$ cat config.mk
export PLATFORM = sky130hd
export DESIGN_NAME = riscv_mem_arbiter
export DESIGN_NICKNAME = d
export VERILOG_FILES = /design/src/rtl/riscv_mem_arbiter_pkg.sv /design/src/rtl/riscv_mem_arbiter_idq.sv /design/src/rtl/riscv_mem_arbiter.sv
export SDC_FILE = /design/constraint.sdc
export NUM_CORES = 1
export LEC_CHECK = 0
export ABC_AREA = 1
export BUFFER_PORTS_ARGS = -buffer_cell sky130_fd_sc_hd__buf_4
export CAP_MARGIN = 15
export CORE_AREA = 2 2 123 125
export DETAILED_ROUTE_END_ITERATION = 12
export DIE_AREA = 0 0 125 127
export SKIP_CTS_REPAIR_TIMING = 1
export SLEW_MARGIN = 25
export SYNTH_ARGS = -nofsm -noshare
export SYNTH_HDL_FRONTEND = slang
export SYNTH_SLANG_ARGS = --single-unit
$ cat constraint.sdc
create_clock -name clk -period 2.3 [get_ports clk]
set_clock_uncertainty 0.15 [all_clocks]
set_input_delay 0.23 -clock clk [delete_from_list [all_inputs] [get_ports clk]]
set_output_delay 0.23 -clock clk [all_outputs]
set_load 0.01 [all_outputs]
$ cat src/rtl/riscv_mem_arbiter_pkg.sv
// riscv_mem_arbiter_pkg
//   Shared definitions for the instruction/data memory arbiter: requester IDs,
//   lock-state encoding and the default memory message widths.
//   Fallback definitions of the vc memory message size macros are provided
//   for builds that do not pull in the vc library headers.
`ifndef RISCV_MEM_ARBITER_PKG_SV
`define RISCV_MEM_ARBITER_PKG_SV

`ifndef VC_MEM_REQ_MSG_SZ
`define VC_MEM_REQ_MSG_SZ(a_, d_) (1 + (a_) + 2 + (d_))
`endif
`ifndef VC_MEM_RESP_MSG_SZ
`define VC_MEM_RESP_MSG_SZ(d_) (1 + 2 + (d_))
`endif

`define RISCV_MEM_ARB_ID_IMEM 1'b0
`define RISCV_MEM_ARB_ID_DMEM 1'b1

package riscv_mem_arbiter_pkg;

  localparam int unsigned REQ_SZ  = `VC_MEM_REQ_MSG_SZ(32, 32);
  localparam int unsigned RESP_SZ = `VC_MEM_RESP_MSG_SZ(32);

  localparam logic ID_IMEM = `RISCV_MEM_ARB_ID_IMEM;
  localparam logic ID_DMEM = `RISCV_MEM_ARB_ID_DMEM;

  typedef enum logic {
    LOCK_IDLE   = 1'b0,
    LOCK_LOCKED = 1'b1
  } lock_state_e;

  function automatic logic other_id(input logic id);
    return ~id;
  endfunction

endpackage

`endif

$ cat src/rtl/riscv_mem_arbiter_idq.sv
// riscv_mem_arbiter_idq
//   In-order queue of 1-bit requester IDs for outstanding memory requests.
//   Ports:
//     clk, reset      clock, synchronous active-high reset (empties the queue)
//     enq, enq_id     push request and the ID to push (ignored when full)
//     deq             pop request (ignored when empty)
//     full, empty     occupancy flags
//     head            ID at the front of the queue
module riscv_mem_arbiter_idq #(
  parameter int unsigned p_depth = 4
) (
  input  logic clk,
  input  logic reset,
  input  logic enq,
  input  logic enq_id,
  input  logic deq,
  output logic full,
  output logic empty,
  output logic head
);

  localparam int unsigned PTR_W = $clog2(p_depth);
  localparam int unsigned CNT_W = PTR_W + 1;

  logic [p_depth-1:0] mem;
  logic [PTR_W-1:0]   wr_ptr;
  logic [PTR_W-1:0]   rd_ptr;
  logic [CNT_W-1:0]   count;
  logic               do_enq;
  logic               do_deq;

  assign full   = (count == CNT_W'(p_depth));
  assign empty  = (count == '0);
  assign head   = mem[rd_ptr];
  // A pop in the same cycle does not make room for a push while full.
  assign do_enq = enq & ~full;
  assign do_deq = deq & ~empty;

  always_ff @(posedge clk) begin
    if (do_enq) mem[wr_ptr] <= enq_id;
  end

  // Power-of-two depth lets the pointers wrap naturally.
  always_ff @(posedge clk) begin
    if (reset) begin
      wr_ptr <= '0;
      rd_ptr <= '0;
      count  <= '0;
    end else begin
      if (do_enq) wr_ptr <= wr_ptr + 1'b1;
      if (do_deq) rd_ptr <= rd_ptr + 1'b1;
      case ({do_enq, do_deq})
        2'b10:   count <= count + 1'b1;
        2'b01:   count <= count - 1'b1;
        default: count <= count;
      endcase
    end
  end

endmodule

$ cat src/rtl/riscv_mem_arbiter.sv
// riscv_mem_arbiter
//   Merges the core's instruction and data memory ports onto one memory port.
//   Round-robin arbitration with the grant locked until the handshake; the
//   IDs of accepted requests are queued so in-order responses can be steered
//   back to the requester. Response ports have no ready and are never stalled.
//   Ports:
//     clk, reset                    clock, synchronous active-high reset
//     imemreq_msg/val/rdy           instruction request (in/in/out)
//     imemresp_msg/val              instruction response (out)
//     dmemreq_msg/val/rdy           data request (in/in/out)
//     dmemresp_msg/val              data response (out)
//     memreq_msg/val/rdy            merged request to memory (out/out/in)
//     memresp_msg/val               memory response (in)
//     err_unexp_resp                sticky: response seen with no outstanding ID
//   Optional (macro RISCV_MEM_ARBITER_PERF_EN):
//     perf_igrant, perf_dgrant      saturating fired-request counts per port
//     perf_stall                    saturating count of cycles with a request
//                                   valid but nothing fired
//
//   state       | meaning
//   ------------+---------------------------------------------------------
//   LOCK_IDLE   | free arbitration; round-robin when both requesters valid
//   LOCK_LOCKED | selected request was stalled; selection held on lock_sel
module riscv_mem_arbiter
  import riscv_mem_arbiter_pkg::*;
#(
  parameter int unsigned p_req_sz   = REQ_SZ,
  parameter int unsigned p_resp_sz  = RESP_SZ,
  parameter int unsigned p_inflight = 4
) (
  input  logic                 clk,
  input  logic                 reset,
  input  logic [p_req_sz-1:0]  imemreq_msg,
  input  logic                 imemreq_val,
  output logic                 imemreq_rdy,
  output logic [p_resp_sz-1:0] imemresp_msg,
  output logic                 imemresp_val,
  input  logic [p_req_sz-1:0]  dmemreq_msg,
  input  logic                 dmemreq_val,
  output logic                 dmemreq_rdy,
  output logic [p_resp_sz-1:0] dmemresp_msg,
  output logic                 dmemresp_val,
  output logic [p_req_sz-1:0]  memreq_msg,
  output logic                 memreq_val,
  input  logic                 memreq_rdy,
  input  logic [p_resp_sz-1:0] memresp_msg,
  input  logic                 memresp_val,
`ifdef RISCV_MEM_ARBITER_PERF_EN
  output logic [31:0]          perf_igrant,
  output logic [31:0]          perf_dgrant,
  output logic [31:0]          perf_stall,
`endif
  output logic                 err_unexp_resp
);

  lock_state_e state, state_nxt;
  logic        lock_sel, lock_sel_nxt;
  logic        last_grant, last_grant_nxt;
  logic        sel;
  logic        sel_val;
  logic        accept_ok;
  logic        fire;
  logic        resp_pop;
  logic        q_full;
  logic        q_empty;
  logic        q_head;

  always_comb begin
    // Both-valid and neither-valid fall through to the round-robin choice.
    sel = other_id(last_grant);
    if (state == LOCK_LOCKED) begin
      sel = lock_sel;
    end else if (imemreq_val && !dmemreq_val) begin
      sel = ID_IMEM;
    end else if (dmemreq_val && !imemreq_val) begin
      sel = ID_DMEM;
    end
  end

  assign sel_val   = (sel == ID_IMEM) ? imemreq_val : dmemreq_val;
  assign accept_ok = memreq_rdy & ~q_full & ~reset;
  assign fire      = sel_val & accept_ok;

  always_comb begin
    state_nxt      = state;
    lock_sel_nxt   = lock_sel;
    last_grant_nxt = last_grant;
    if (fire) last_grant_nxt = sel;
    case (state)
      LOCK_IDLE: begin
        if (sel_val && !fire) begin
          state_nxt    = LOCK_LOCKED;
          lock_sel_nxt = sel;
        end
      end
      LOCK_LOCKED: begin
        // A dropped val while locked releases the lock without a push.
        if (fire || !sel_val) state_nxt = LOCK_IDLE;
      end
      default: state_nxt = LOCK_IDLE;
    endcase
  end

  always_ff @(posedge clk) begin
    if (reset) begin
      state      <= LOCK_IDLE;
      lock_sel   <= ID_DMEM;
      last_grant <= ID_DMEM;
    end else begin
      state      <= state_nxt;
      lock_sel   <= lock_sel_nxt;
      last_grant <= last_grant_nxt;
    end
  end

  assign memreq_msg  = (sel == ID_IMEM) ? imemreq_msg : dmemreq_msg;
  assign memreq_val  = sel_val & ~reset;
  assign imemreq_rdy = (sel == ID_IMEM) & accept_ok;
  assign dmemreq_rdy = (sel == ID_DMEM) & accept_ok;

  riscv_mem_arbiter_idq #(
    .p_depth (p_inflight)
  ) u_idq (
    .clk    (clk),
    .reset  (reset),
    .enq    (fire),
    .enq_id (sel),
    .deq    (resp_pop),
    .full   (q_full),
    .empty  (q_empty),
    .head   (q_head)
  );

  assign resp_pop     = memresp_val & ~q_empty & ~reset;
  assign imemresp_msg = memresp_msg;
  assign dmemresp_msg = memresp_msg;
  assign imemresp_val = resp_pop & (q_head == ID_IMEM);
  assign dmemresp_val = resp_pop & (q_head == ID_DMEM);

  always_ff @(posedge clk) begin
    if (reset) begin
      err_unexp_resp <= 1'b0;
    end else if (memresp_val && q_empty) begin
      err_unexp_resp <= 1'b1;
    end
  end

`ifdef RISCV_MEM_ARBITER_PERF_EN
  always_ff @(posedge clk) begin
    if (reset) begin
      perf_igrant <= '0;
      perf_dgrant <= '0;
      perf_stall  <= '0;
    end else begin
      if (fire && sel == ID_IMEM && perf_igrant != '1) perf_igrant <= perf_igrant + 1'b1;
      if (fire && sel == ID_DMEM && perf_dgrant != '1) perf_dgrant <= perf_dgrant + 1'b1;
      if ((imemreq_val || dmemreq_val) && !fire && perf_stall != '1)
        perf_stall <= perf_stall + 1'b1;
    end
  end
`endif

endmodule

==> results of run 1 <==
[registers in the layout (all words and copies together), names as in the netlist]
signal,cells
u_idq.wr_ptr,2
last_grant,1
u_idq.count,3
state,1
u_idq.rd_ptr,2
u_idq.mem,4
lock_sel,1
err_unexp_resp,1
[through the flow]
stage / TNS (ns) / utilization (%) / worst slack [ns] / total power [mW]
5_1_grt: -0.0346 / 24.7 / -0.0346 / 1.94
2_1_floorplan: 0 / - / 0.203 / 0.968
3_3_place_gp: 0 / 24.1 / 0.147 / 1.46
4_1_cts: 0 / 24.6 / 0.0629 / 1.82
6_report: 0 / 24.7 / 0.184 / 1.80
3_5_place_dp: 0 / 24.1 / 0.119 / 1.47
[report_power, final]
group	total (mW)	leakage, nW	internal (mW)	switching (mW)
Combinational	1.14	1.91	0.557	0.583
Sequential	0.314	0.127	0.298	0.0162
Clock	0.345	0.0409	0.233	0.113
[cell usage after synthesis]
master / instances
sky130_fd_sc_hd__nand3_4: 1
sky130_fd_sc_hd__o21ai_0: 5
sky130_fd_sc_hd__buf_4: 74
sky130_fd_sc_hd__fa_1: 1
sky130_fd_sc_hd__nand2_4: 1
sky130_fd_sc_hd__inv_2: 3
sky130_fd_sc_hd__a31oi_1: 1
sky130_fd_sc_hd__a32oi_1: 1
sky130_fd_sc_hd__edfxtp_1: 4
sky130_fd_sc_hd__dfxtp_1: 11
sky130_fd_sc_hd__buf_6: 1
sky130_fd_sc_hd__inv_1: 23
sky130_fd_sc_hd__nand3_1: 6
sky130_fd_sc_hd__nor4_1: 1
sky130_fd_sc_hd__a21oi_2: 1
sky130_fd_sc_hd__nor2_2: 1
sky130_fd_sc_hd__nand2_1: 217
sky130_fd_sc_hd__buf_2: 9
sky130_fd_sc_hd__nor2_1: 12
sky130_fd_sc_hd__nand4_1: 3
sky130_fd_sc_hd__a21oi_1: 8
sky130_fd_sc_hd__nand2_2: 2
sky130_fd_sc_hd__ha_1: 5
sky130_fd_sc_hd__o21a_1: 1
[cells by family after synthesis]
| family | Yosys count | share of synthesized area [%] |
|---|---|---|
| AO/OA/AOI/OAI | 17 | 4.40 |
| adder cells (fa/ha/maj) | 6 | 3.77 |
| buffers and inverters | 110 | 32.4 |
| flip-flops | 15 | 15.5 |
| AND/OR/NAND/NOR | 244 | 43.9 |
[worst reg2reg max path, stage by stage, from the launching register on]
cell	delay (ns)
sky130_fd_sc_hd__dfxtp_1	0.35
sky130_fd_sc_hd__inv_1	0.10
sky130_fd_sc_hd__a31oi_1	0.23
sky130_fd_sc_hd__inv_1	0.09
sky130_fd_sc_hd__nor2_2	0.12
sky130_fd_sc_hd__ha_1	0.15
sky130_fd_sc_hd__inv_1	0.07
sky130_fd_sc_hd__fa_2	0.35
sky130_fd_sc_hd__a21oi_1	0.14
sky130_fd_sc_hd__o21ai_1	0.09
sky130_fd_sc_hd__o21ai_1	0.12
sky130_fd_sc_hd__a21oi_1	0.05
[cell type report]
cell class              instances  area (µm²)  area share [%]
multi-input cells             267        1150            32.2
repair buffers                220        1660            46.7
clock buffers                   3        75.1            2.11
inverters                      26        97.6            2.74
flip-flops and latches         15         342            9.60
well taps                     184         230            6.47
clock inverters                 1        5.00           0.141
[worst max path at each step]
stage | end | cells after the start | slack, ns | from
after floorplan | u_idq.count[2]$_SDFFE_PP0P_ | 12 | 0.20 | u_idq.count[1]$_SDFFE_PP0P_
after global placement | u_idq.count[2]$_SDFFE_PP0P_ | 11 | 0.15 | u_idq.count[1]$_SDFFE_PP0P_
after detailed placement | u_idq.count[2]$_SDFFE_PP0P_ | 11 | 0.12 | u_idq.count[1]$_SDFFE_PP0P_
after CTS | u_idq.count[2]$_SDFFE_PP0P_ | 11 | 0.06 | u_idq.count[1]$_SDFFE_PP0P_
after global routing | u_idq.count[2]$_SDFFE_PP0P_ | 11 | -0.03 | u_idq.count[1]$_SDFFE_PP0P_
final | u_idq.count[2]$_SDFFE_PP0P_ | 11 | 0.18 | u_idq.count[1]$_SDFFE_PP0P_
[cells in the final DEF (no fill, tap or decap), drive strengths merged]
cell type,n
a21oi,9
a31oi,1
a32oi,1
buf,220
clkbuf,3
clkinv,1
dfxtp,11
edfxtp,4
fa,1
ha,5
inv,26
nand2,220
nand3,7
nand4,3
nor2,13
nor4,1
o21a,1
o21ai,5
[routing by layer]
layer | GRT usage (%) | wire (µm)
met5 | 0 | 0
met2 | 17.1 | 4210
met1 | 11.0 | 3290
met3 | 4.65 | 980
met4 | 3.33 | 208
==> reports/results.env, run 1 <==
REG2REG_SLACK_NS=0.18
SORT_OF_ELEMENT_AT_THE_END_OF_THE_CRITICAL_PATH='flip-flop'
CTS.SINKS=15
DRTPASS1ITERATIONS=4
YS_TOP_CELLS_BY_AREA='sky130_fd_sc_hd__nand2_1 (37%), sky130_fd_sc_hd__buf_4 (25%), sky130_fd_sc_hd__dfxtp_1 (10%), sky130_fd_sc_hd__edfxtp_1 (5.5%), sky130_fd_sc_hd__inv_1 (3.9%)'
POWER_LEAKAGE_nW=2.08
ROUTE.DETAILED.VIAS_PER_INST=3.68
OUTCOME='completed'
HOLD_WS_NS=0.0519
TIMING.CRITICAL_PATH.REQUIRED_NS=2.28
PEAKVDDDROP_mV=0.246
POST_SYNTH_INST_COUNT=392
LAYOUT.NETS=714
REG2REG_TO='u_idq.count[2]$_SDFFE_PP0P_'
PORT_BUFFERS=212
ANTENNA_FOUND_INITIAL=0
WIRE_LENGTH_OF_THE_FIRST_GLOBAL_ROUTING_PASS_MM=13.0
REGTOREGSTARTPOINT='u_idq.count[1]$_SDFFE_PP0P_'
TIMING.FINAL.CRIT_PERIOD_NS=2.12
TRANSITION_TIME_AT_THE_PIN_WITH_THE_LEAST_SLEW_MARGIN_NS=0.425
YS_FF_LATCH=15
SYNTHESIS.AREA_UM2=2190
GP_CONGESTION=0.810
TIMING.CRITICAL_PATH.BUF_INV=3
SYNTH.LARGEST_AREA_CELL='sky130_fd_sc_hd__nand2_1'
WHS_PATH_DEPTH=2
VIAS=2634
SYNTH_CELL_TYPES=24
ROW_COUNT=44
CTS_MAX_LEVEL=1
OVERFLOW=0
FINALWIRELENGTH_MM=8.69
FP.COREAREA_UM2=14400
LAYOUT.CELL_AREA.NON_FILLER_UM2=3560
FINALNONFILLERCELLS=716
WORSTHOLDSTART='reset'
IOS=318
WORST_SETUP_PATH_START_KIND='flip-flop'
TIMING.SLEW.HEADROOM_PCT=71.6
CRITICAL_PATH_CLASS='reg -> reg'
LATEST_CLOCK_ARRIVAL_WITHIN_THE_WORST_SKEW_PAIR_NS=0.25
P_PER_AREA_nW_PER_UM2=505
DRIVE_GT1_SHARE_PCT=44.4
LARGEST_NET_DEGREE_AT_THE_START_OF_GLOBAL_ROUTING=41
DP.FINAL_HPWL_MM=7.36
CRITPATHTOPFAMILY='compound AO/OA/AOI/OAI gates'
PLACEMENT.CELL_AREA_UM2=3470
CTS_BUFFER_DEPTH=2
ANTENNA_VIOLATING_NETS_POST_ROUTE=0
PER_INSTANCE_AVERAGE_AREA_AFTER_SYNTHESIS_UM2=5.59
ROUTE.DETAILED.WL_PER_INST_UM=12.1
CRITICAL-PATH-MAX-STAGE-DELAY_NS=0.35
TRACK_USAGE_PCT=9.99
MAX_CAP_VIOLATIONS=0
YOSYSWARNINGS=0
CTS-ROOT-BUF='sky130_fd_sc_hd__clkbuf_16'
HOLD_PATH.CLASS='in -> reg'
FIRST_GLOBAL_VIAS=2543
TRITONCTS='built'
FLOW.AREA_GROWTH_FROM_SYNTHESIS_PCT=62.5
SETUP_VIOL_COUNT_FINAL=0
NUMPLACEDINSTANCES=712
SYN-NUM-NETS=573
PATH_COMMON_CELL='sky130_fd_sc_hd__inv_1'
MIN_PERIOD_OVER_PERIOD_PCT=92.0
FLOORPLAN.INITIALDENSITY_PCT=15.2
WORST_SETUP_HOLD_PATH_CLK_SLEW_NS=0.05
R2R_CELLS=11
CP_DATA_ARRIVAL_TIME_NS=2.10
FLOORPLAN.DIE_AREA_UM2=15900
INSERTEDDIODECOUNT=0
FINALHOLDVIOLCOUNT=0
CRIT_SLOWEST_CELL='sky130_fd_sc_hd__dfxtp_1'
MAXIMUM_FANOUT_COUNT_ALONG_THE_CRITICAL_PATH=3
NUMBER_OF_BUFFERS_INSERTED_DURING_CLOCK_TREE_SYNTHESIS=3
DRT_DRC_VIOLATIONS_LEFT=0
YOSYS.AREA.TOP_TYPE_SHARE_PCT=37.2
MAX_CLOCK_FREQ_MHz=473
TIMING.HOLD.WORST_ENDPOINT='state$_SDFF_PP0_'
CRITICAL_PATH.CELL_CHAIN='inv_1 -> a31oi_1 -> inv_1 -> nor2_2 -> ha_1 -> inv_1 -> fa_2 -> a21oi_1 -> o21ai_1 -> o21ai_1 -> a21oi_1'
REPORT.FINAL.SLEW_VIOL_COUNT=0
SEQ_AREA_FRAC_SYNTH_PCT=15.5
DIE_WIDTH_UM=125
FLOORPLAN.DIE.HEIGHT_UM=127
LAYOUT.FILLER_CELLS=1658
FIRST_ITER_VIOLATIONS=135
No activity file was read; power rests on OpenSTA's default activity.
==> run 2: changes to the inputs <==
==> constraint.sdc (replaced) <==
create_clock -name clk -period 2.7 [get_ports clk]
set_clock_uncertainty 0.15 [all_clocks]
set_input_delay 0.27 -clock clk [delete_from_list [all_inputs] [get_ports clk]]
set_output_delay 0.27 -clock clk [all_outputs]
set_load 0.01 [all_outputs]
==> run 2 against run 1 <==
Clock-buffer cell count up 1. Critical path depth rose by 1. Die area unchanged. Core utilization shrank 0.35 points. First-iteration DRC count up 12%. Sequential power decreased by 15%. Global-route usage grew 0.30 points. Sequential share of layout area grew 0.10 points. Final area decreased by 1.4%. Flip-flop and latch count did not move. Fmax down 7.7%. Worst setup slack better by 0.22 ns.
==> reports/results.env, run 2 (synthesis gave the netlist of run 1 again) <==
CRITICAL_PATH_CLASS='reg -> reg'
INSERTEDDIODECOUNT=0
FINALHOLDVIOLCOUNT=0
DRTPASS1ITERATIONS=4
FP.COREAREA_UM2=14400
SETUP_VIOL_COUNT_FINAL=0
LAYOUT.CELLS.MOST_COMMON_LIST='sky130_fd_sc_hd__nand2_1 (217), sky130_fd_sc_hd__buf_4 (216), sky130_fd_sc_hd__inv_1 (23)'
SHARE_COMB_OF_TOTAL_POWER_PCT=62.8
REGISTER_RANKED_FIRST_BY_FLIP_FLOP_COUNT='u_idq.mem'
REG2REG_SLACK_NS=0.41
TRANSITION_TIME_AT_THE_PIN_WITH_THE_LEAST_SLEW_MARGIN_NS=0.391
DRIVE_GT1_SHARE_PCT=43.2
TRITONCTS='built'
ANTENNA_FOUND_INITIAL=0
LAYOUT.FILLER_CELLS=1620
P_PER_AREA_nW_PER_UM2=430
CTS.SINKS=15
REGTOREGSTARTPOINT='u_idq.count[1]$_SDFFE_PP0P_'
TIMING.SLEW.HEADROOM_PCT=73.9
ANTENNA_VIOLATING_NETS_POST_ROUTE=0
INTERNAL_POWER_mW=0.913
TRACK_USAGE_PCT=10.3
WORSTHOLDSTART='reset'
REPORT.FINAL.SLEW_VIOL_COUNT=0
LAYOUT.CELLS.MOST_COMMON='sky130_fd_sc_hd__nand2_1'
REG2REG_TO='u_idq.count[2]$_SDFFE_PP0P_'
SORT_OF_ELEMENT_AT_THE_END_OF_THE_CRITICAL_PATH='flip-flop'
OUTCOME='completed'
WHS_PATH_DEPTH=2
FLOORPLAN.DIE.HEIGHT_UM=127
DRT_DRC_VIOLATIONS_LEFT=0
DETAILEDPLACE.WORSTSLACK_NS=0.323
FIN_TNS_SETUP_NS=0
HOLD_PATH.CLASS='in -> reg'
SEQ_POWER_SHARE_PCT=17.7
PORT_BUFFERS=212
CTS_MAX_LEVEL=1
FLOORPLAN.DIE_AREA_UM2=15900
AREA_OF_THE_MULTI_INPUT_GATES_UM2=1140
FINALWIRELENGTH_MM=8.65
BIGGESTREGSBYFLOPS='u_idq.mem: 4 flops, u_idq.count: 3 flops'
FLOW.AREA_GROWTH_FROM_SYNTHESIS_PCT=60.2
POWER.SWITCHING_FRACTION_PCT=39.5
DIE_WIDTH_UM=125
CP_DATA_ARRIVAL_TIME_NS=2.27
PLACEMENT.CELL_AREA_UM2=3430
IOS=318
POWER_LEAKAGE_nW=2.05
POWER_SWITCHING_mW=0.597
PEAKVDDDROP_mV=0.179
FLOORPLAN.INITIALDENSITY_PCT=15.2
LAYOUT.CELL_AREA.NON_FILLER_UM2=3510
ROW_COUNT=44
ROUTE.DETAILED.VIAS_PER_INST=3.72
MIN_PERIOD_OVER_PERIOD_PCT=84.9
SEQ_AREA_UM2=340
VIAS=2647
DP.FINAL_HPWL_MM=7.40
NUMPLACEDINSTANCES=708
FINALNONFILLERCELLS=712
TIMING.CRITICAL_PATH.REQUIRED_NS=2.68
WORST_SETUP_PATH_START_KIND='flip-flop'
R2R_CELLS=12
FIRST_GLOBAL_VIAS=2553
POWER.SHARE.CLOCK_PCT=19.5
ROUTE.DETAILED.WL_PER_INST_UM=12.1
LAYOUT.NETS=710
TIMING.FINAL.CRIT_PERIOD_NS=2.29
WORST_SETUP_HOLD_PATH_CLK_SLEW_NS=0.05
LARGEST_REGISTER_FFS=4
CTS-ROOT-BUF='sky130_fd_sc_hd__clkbuf_16'
MAX_CLOCK_FREQ_MHz=436
OVERFLOW=0
GP_CONGESTION=0.788
WIRE_LENGTH_OF_THE_FIRST_GLOBAL_ROUTING_PASS_MM=13.2
CTS_BUFFER_DEPTH=2
LATEST_CLOCK_ARRIVAL_WITHIN_THE_WORST_SKEW_PAIR_NS=0.25
MAXIMUM_FANOUT_COUNT_ALONG_THE_CRITICAL_PATH=8
FIRST_ITER_VIOLATIONS=151
NUMBER_OF_BUFFERS_INSERTED_DURING_CLOCK_TREE_SYNTHESIS=3
TIMING.HOLD.WORST_ENDPOINT='state$_SDFF_PP0_'
MAX_CAP_VIOLATIONS=0
TIMING.FINAL.WS_SETUP_NS=0.408
LARGEST_NET_DEGREE_AT_THE_START_OF_GLOBAL_ROUTING=38
RSZ0062_AT_GRT='false'
==> run 2: cell count changes in the layout (fill, tap and decap cells not counted), sizes merged <==
cell and change:
buf -4, clkbuf +1, clkinv -1
==> run 2: worst max path at each step <==
stage                     slack, ns                        start                     endpoint  cells past startpoint
after global routing            0.1  u_idq.count[1]$_SDFFE_PP0P_  u_idq.count[2]$_SDFFE_PP0P_                     12
after CTS                      0.41  u_idq.count[0]$_SDFFE_PP0P_  u_idq.count[2]$_SDFFE_PP0P_                     12
after floorplan                0.60  u_idq.count[1]$_SDFFE_PP0P_  u_idq.count[2]$_SDFFE_PP0P_                     12
after detailed placement       0.32                  dmemreq_val  u_idq.count[2]$_SDFFE_PP0P_                     13
final                          0.41  u_idq.count[1]$_SDFFE_PP0P_  u_idq.count[2]$_SDFFE_PP0P_                     12
after global placement         0.35                  imemreq_val  u_idq.count[2]$_SDFFE_PP0P_                     14
==> run 2: critical path: stages (launching register included) <==
cell and delay (ns):
sky130_fd_sc_hd__dfxtp_1 0.32, sky130_fd_sc_hd__inv_1 0.11, sky130_fd_sc_hd__nand3_1 0.08, sky130_fd_sc_hd__nand3_1 0.18, sky130_fd_sc_hd__inv_1 0.13, sky130_fd_sc_hd__nand3_4 0.14
sky130_fd_sc_hd__ha_1 0.16, sky130_fd_sc_hd__inv_1 0.06, sky130_fd_sc_hd__fa_1 0.37, sky130_fd_sc_hd__a21oi_1 0.14, sky130_fd_sc_hd__o21ai_0 0.11, sky130_fd_sc_hd__o21ai_0 0.15
sky130_fd_sc_hd__a21oi_1 0.06
==> run 2: metrics by stage <==
stage	utilization [%]	hold WS [ns]	power, mW
finish	24.3	0.0873	1.51
global route	24.3	0.0896	1.63
CTS	24.3	0.0845	1.53
detailed placement	23.8	0.307	1.24
global placement	23.8	0.304	1.23
floorplan	-	0.192	0.824
==> run 2: power by group through the flow <==
stage / clock, mW / combinational (mW) / sequential, mW
final: 0.294 / 0.949 / 0.268
after global routing: 0.309 / 1.05 / 0.270
after CTS: 0.299 / 0.966 / 0.267
after detailed placement: 0 / 0.963 / 0.272
after global placement: 0 / 0.961 / 0.272
after floorplan: 0 / 0.555 / 0.269
==> run 2: cell type report <==
cell class,count,share of cell area (%)
well taps,184,6.56
inverters,26,2.78
clock buffers,4,2.25
multi-input cells,267,32.5
repair buffers,216,46.2
flip-flops and latches,15,9.70
==> run 2: metal layers <==
metal	routed length (µm)	global-route usage [%]
met1	3390	11.7
met3	929	4.48
met2	4210	17.4
met4	111	3.20
met5	0	0
==> run 3: changes to the inputs <==
--- a/config.mk
+++ b/config.mk
@@ -8,9 +8,9 @@
 export ABC_AREA = 1
 export BUFFER_PORTS_ARGS = -buffer_cell sky130_fd_sc_hd__buf_4
 export CAP_MARGIN = 15
-export CORE_AREA = 2 2 123 125
+export CORE_AREA = 2 2 122 124
 export DETAILED_ROUTE_END_ITERATION = 12
-export DIE_AREA = 0 0 125 127
+export DIE_AREA = 0 0 124 126
 export SKIP_CTS_REPAIR_TIMING = 1
 export SLEW_MARGIN = 25
 export SYNTH_ARGS = -nofsm -noshare
==> constraint.sdc (replaced) <==
create_clock -name clk -period 1.9 [get_ports clk]
set_clock_uncertainty 0.15 [all_clocks]
set_input_delay 0.19 -clock clk [delete_from_list [all_inputs] [get_ports clk]]
set_output_delay 0.19 -clock clk [all_outputs]
set_load 0.01 [all_outputs]
==> run 3 against run 2 <==
The run now ends with negative setup slack left. Clock power grew 43%. Register-to-register slack lost 0.44 ns. Via count grew 3.9%. Sequential share of layout area shrank 0.57 points. Hold slack lost 0.075 ns. Worst setup slack lost 0.46 ns.
==> reports/results.env, run 3 (synthesis gave the netlist of run 1 again) <==
OUTCOME='complete, but fails checks'
FAILING_CHECKS='negative setup slack'
POWER_LEAKAGE_nW=2.18
VIAS=2750
MAXIMUM_FANOUT_COUNT_ALONG_THE_CRITICAL_PATH=46
TIMING.FINAL.WS_SETUP_NS=-0.0547
BIGGESTREGSBYFLOPS='u_idq.mem: 4 flops, u_idq.count: 3 flops'
PORT_BUFFERS=212
WHS_PATH_DEPTH=2
LARGEST_REGISTER_FFS=4
CRITICAL_PATH_CLASS='reg -> out'
ROW_COUNT=44
CRITICAL_PATH.STARTPOINT='state$_SDFF_PP0_'
FLOORPLAN.DIE_AREA_UM2=15600
INSERTEDDIODECOUNT=0
TRANSITION_TIME_AT_THE_PIN_WITH_THE_LEAST_SLEW_MARGIN_NS=0.271
FIRST_GLOBAL_VIAS=2623
SEQ_AREA_UM2=347
TIMING.FINAL.CRIT_PERIOD_NS=1.95
LATEST_CLOCK_ARRIVAL_WITHIN_THE_WORST_SKEW_PAIR_NS=0.25
MIN_PERIOD_OVER_PERIOD_PCT=103
TRACK_USAGE_PCT=10.9
SETUP_VIOL_COUNT_FINAL=23
P_PER_AREA_nW_PER_UM2=604
AREA_OF_THE_MULTI_INPUT_GATES_UM2=1210
WIRE_LENGTH_OF_THE_FIRST_GLOBAL_ROUTING_PASS_MM=13.4
CRITPATHTOPFAMILY='buffers and inverters'
IOS=318
LARGEST_NET_DEGREE_AT_THE_START_OF_GLOBAL_ROUTING=47
WORST_SETUP_PATH_START_KIND='flip-flop'
MAX_CAP_VIOLATIONS=0
FLOW.AREA_GROWTH_FROM_SYNTHESIS_PCT=73.3
DP.FINAL_HPWL_MM=7.59
DIE_WIDTH_UM=124
NUMPLACEDINSTANCES=726
CP_DATA_ARRIVAL_TIME_NS=1.61
PEAKVDDDROP_mV=0.291
CTS.SINKS=15
REGISTER_RANKED_FIRST_BY_FLIP_FLOP_COUNT='u_idq.mem'
CTS_BUFFER_DEPTH=2
FIRST_ITER_VIOLATIONS=115
LAYOUT.NETS=731
FP.COREAREA_UM2=14300
REGTOREGSTARTPOINT='u_idq.count[1]$_SDFFE_PP0P_'
FLOORPLAN.DIE.HEIGHT_UM=126
POSTLAYOUTCOREUTIL_PCT=26.5
GP_CONGESTION=0.757
WORST_SETUP_HOLD_PATH_CLK_SLEW_NS=0.05
TRITONCTS='built'
REPORT.FINAL.SLEW_VIOL_COUNT=0
DETAILEDPLACE.WORSTSLACK_NS=-0.147
NUMBER_OF_BUFFERS_INSERTED_DURING_CLOCK_TREE_SYNTHESIS=3
LAYOUT.CELLS.MOST_COMMON_LIST='sky130_fd_sc_hd__buf_4 (233), sky130_fd_sc_hd__nand2_1 (213), sky130_fd_sc_hd__inv_1 (18)'
FIN_TNS_SETUP_NS=-0.456
MAX_CLOCK_FREQ_MHz=512
WORSTSETUPPATHDEPTH=8
FINALHOLDVIOLCOUNT=0
CRIT_SLOWEST_CELL='sky130_fd_sc_hd__dfxtp_2'
TIMING.CRITICAL_PATH.BUF_INV=3
ROUTE.DETAILED.WL_PER_INST_UM=12.3
FINALWIRELENGTH_MM=9.05
TIMING.SLEW.HEADROOM_PCT=81.8
CTS-ROOT-BUF='sky130_fd_sc_hd__clkbuf_16'
FINALNONFILLERCELLS=733
OVERFLOW=0
ANTENNA_VIOLATING_NETS_POST_ROUTE=0
PLACEMENT.CELL_AREA_UM2=3640
CTS_MAX_LEVEL=1
RSZ0062_AT_GRT='true'
DRT_DRC_VIOLATIONS_LEFT=0
ANTENNA_FOUND_INITIAL=0
ROUTE.DETAILED.VIAS_PER_INST=3.75
R2R_CELLS=11
LAYOUT.CELLS.MOST_COMMON='sky130_fd_sc_hd__buf_4'
SORT_OF_ELEMENT_AT_THE_END_OF_THE_CRITICAL_PATH='primary output'
WORSTHOLDSTART='reset'
LAYOUT.FILLER_CELLS=1616
HOLD_PATH.CLASS='in -> reg'
TIMING.CRITICAL_PATH.REQUIRED_NS=1.56
DRTPASS1ITERATIONS=4
CRITICAL-PATH-MAX-STAGE-DELAY_NS=0.33
FLOORPLAN.INITIALDENSITY_PCT=15.3
LAYOUT.CELL_AREA.NON_FILLER_UM2=3800
CRITICAL_PATH.CELL_CHAIN='a21oi_2 -> nand2_2 -> nand2_4 -> buf_4 -> buf_16 -> nand2_1 -> nand2_1 -> buf_4'
DRIVE_GT1_SHARE_PCT=49.2
## run 3: cell type report
| class | instances | share of cell area (%) |
|---|---|---|
| tap | 184 | 6.06 |
| inverter | 26 | 2.64 |
| clock buffer | 4 | 2.08 |
| timing repair buffer | 237 | 48.2 |
| multi-input combinational | 267 | 31.9 |
| sequential | 15 | 9.13 |
## run 3: worst register-to-register path, cell delays in order (launching register included)
cell and delay (ns):
sky130_fd_sc_hd__dfxtp_2 0.34, sky130_fd_sc_hd__inv_2 0.06, sky130_fd_sc_hd__a31oi_4 0.21, sky130_fd_sc_hd__inv_2 0.08, sky130_fd_sc_hd__nor2_4 0.12, sky130_fd_sc_hd__ha_4 0.14
sky130_fd_sc_hd__inv_2 0.04, sky130_fd_sc_hd__fa_2 0.34, sky130_fd_sc_hd__a21oi_2 0.11, sky130_fd_sc_hd__o21ai_1 0.09, sky130_fd_sc_hd__o21ai_1 0.12, sky130_fd_sc_hd__a21oi_1 0.05
## run 3: worst paths after layout
| path | to | slack [ns] |
|---|---|---|
| hold reg to reg | last_grant$_SDFFE_PP1N_ | 0.30 |
| setup reg to reg | u_idq.count[2]$_SDFFE_PP0P_ | -0.03 |
| setup / recovery | memreq_msg[25] | -0.05 |
| hold / removal | state$_SDFF_PP0_ | 0.01 |
## run 3: per-stage QoR
step	power [mW]	hold slack [ns]
floorplan	1.18	0.112
global placement	1.86	0.230
detailed placement	1.86	0.230
CTS	2.29	0.0109
global route	2.48	0.0361
finish	2.29	0.0125
## run 3: where the power goes
group | internal [mW] | leakage, nW | total [mW] | switching (mW)
combinational | 0.757 | 2.02 | 1.49 | 0.734
clock | 0.285 | 0.0382 | 0.420 | 0.135
sequential | 0.363 | 0.128 | 0.381 | 0.0183
total | 1.40 | 2.18 | 2.29 | 0.888
## run 3: layer usage
layer	vias to the layer above	wire length, µm	global-route usage, %
li1	1426	-	-
met1	1142	3180	11.4
met2	177	4540	19.3
met3	5	1240	6.16
met4	0	89	1.92
met5	-	0	0
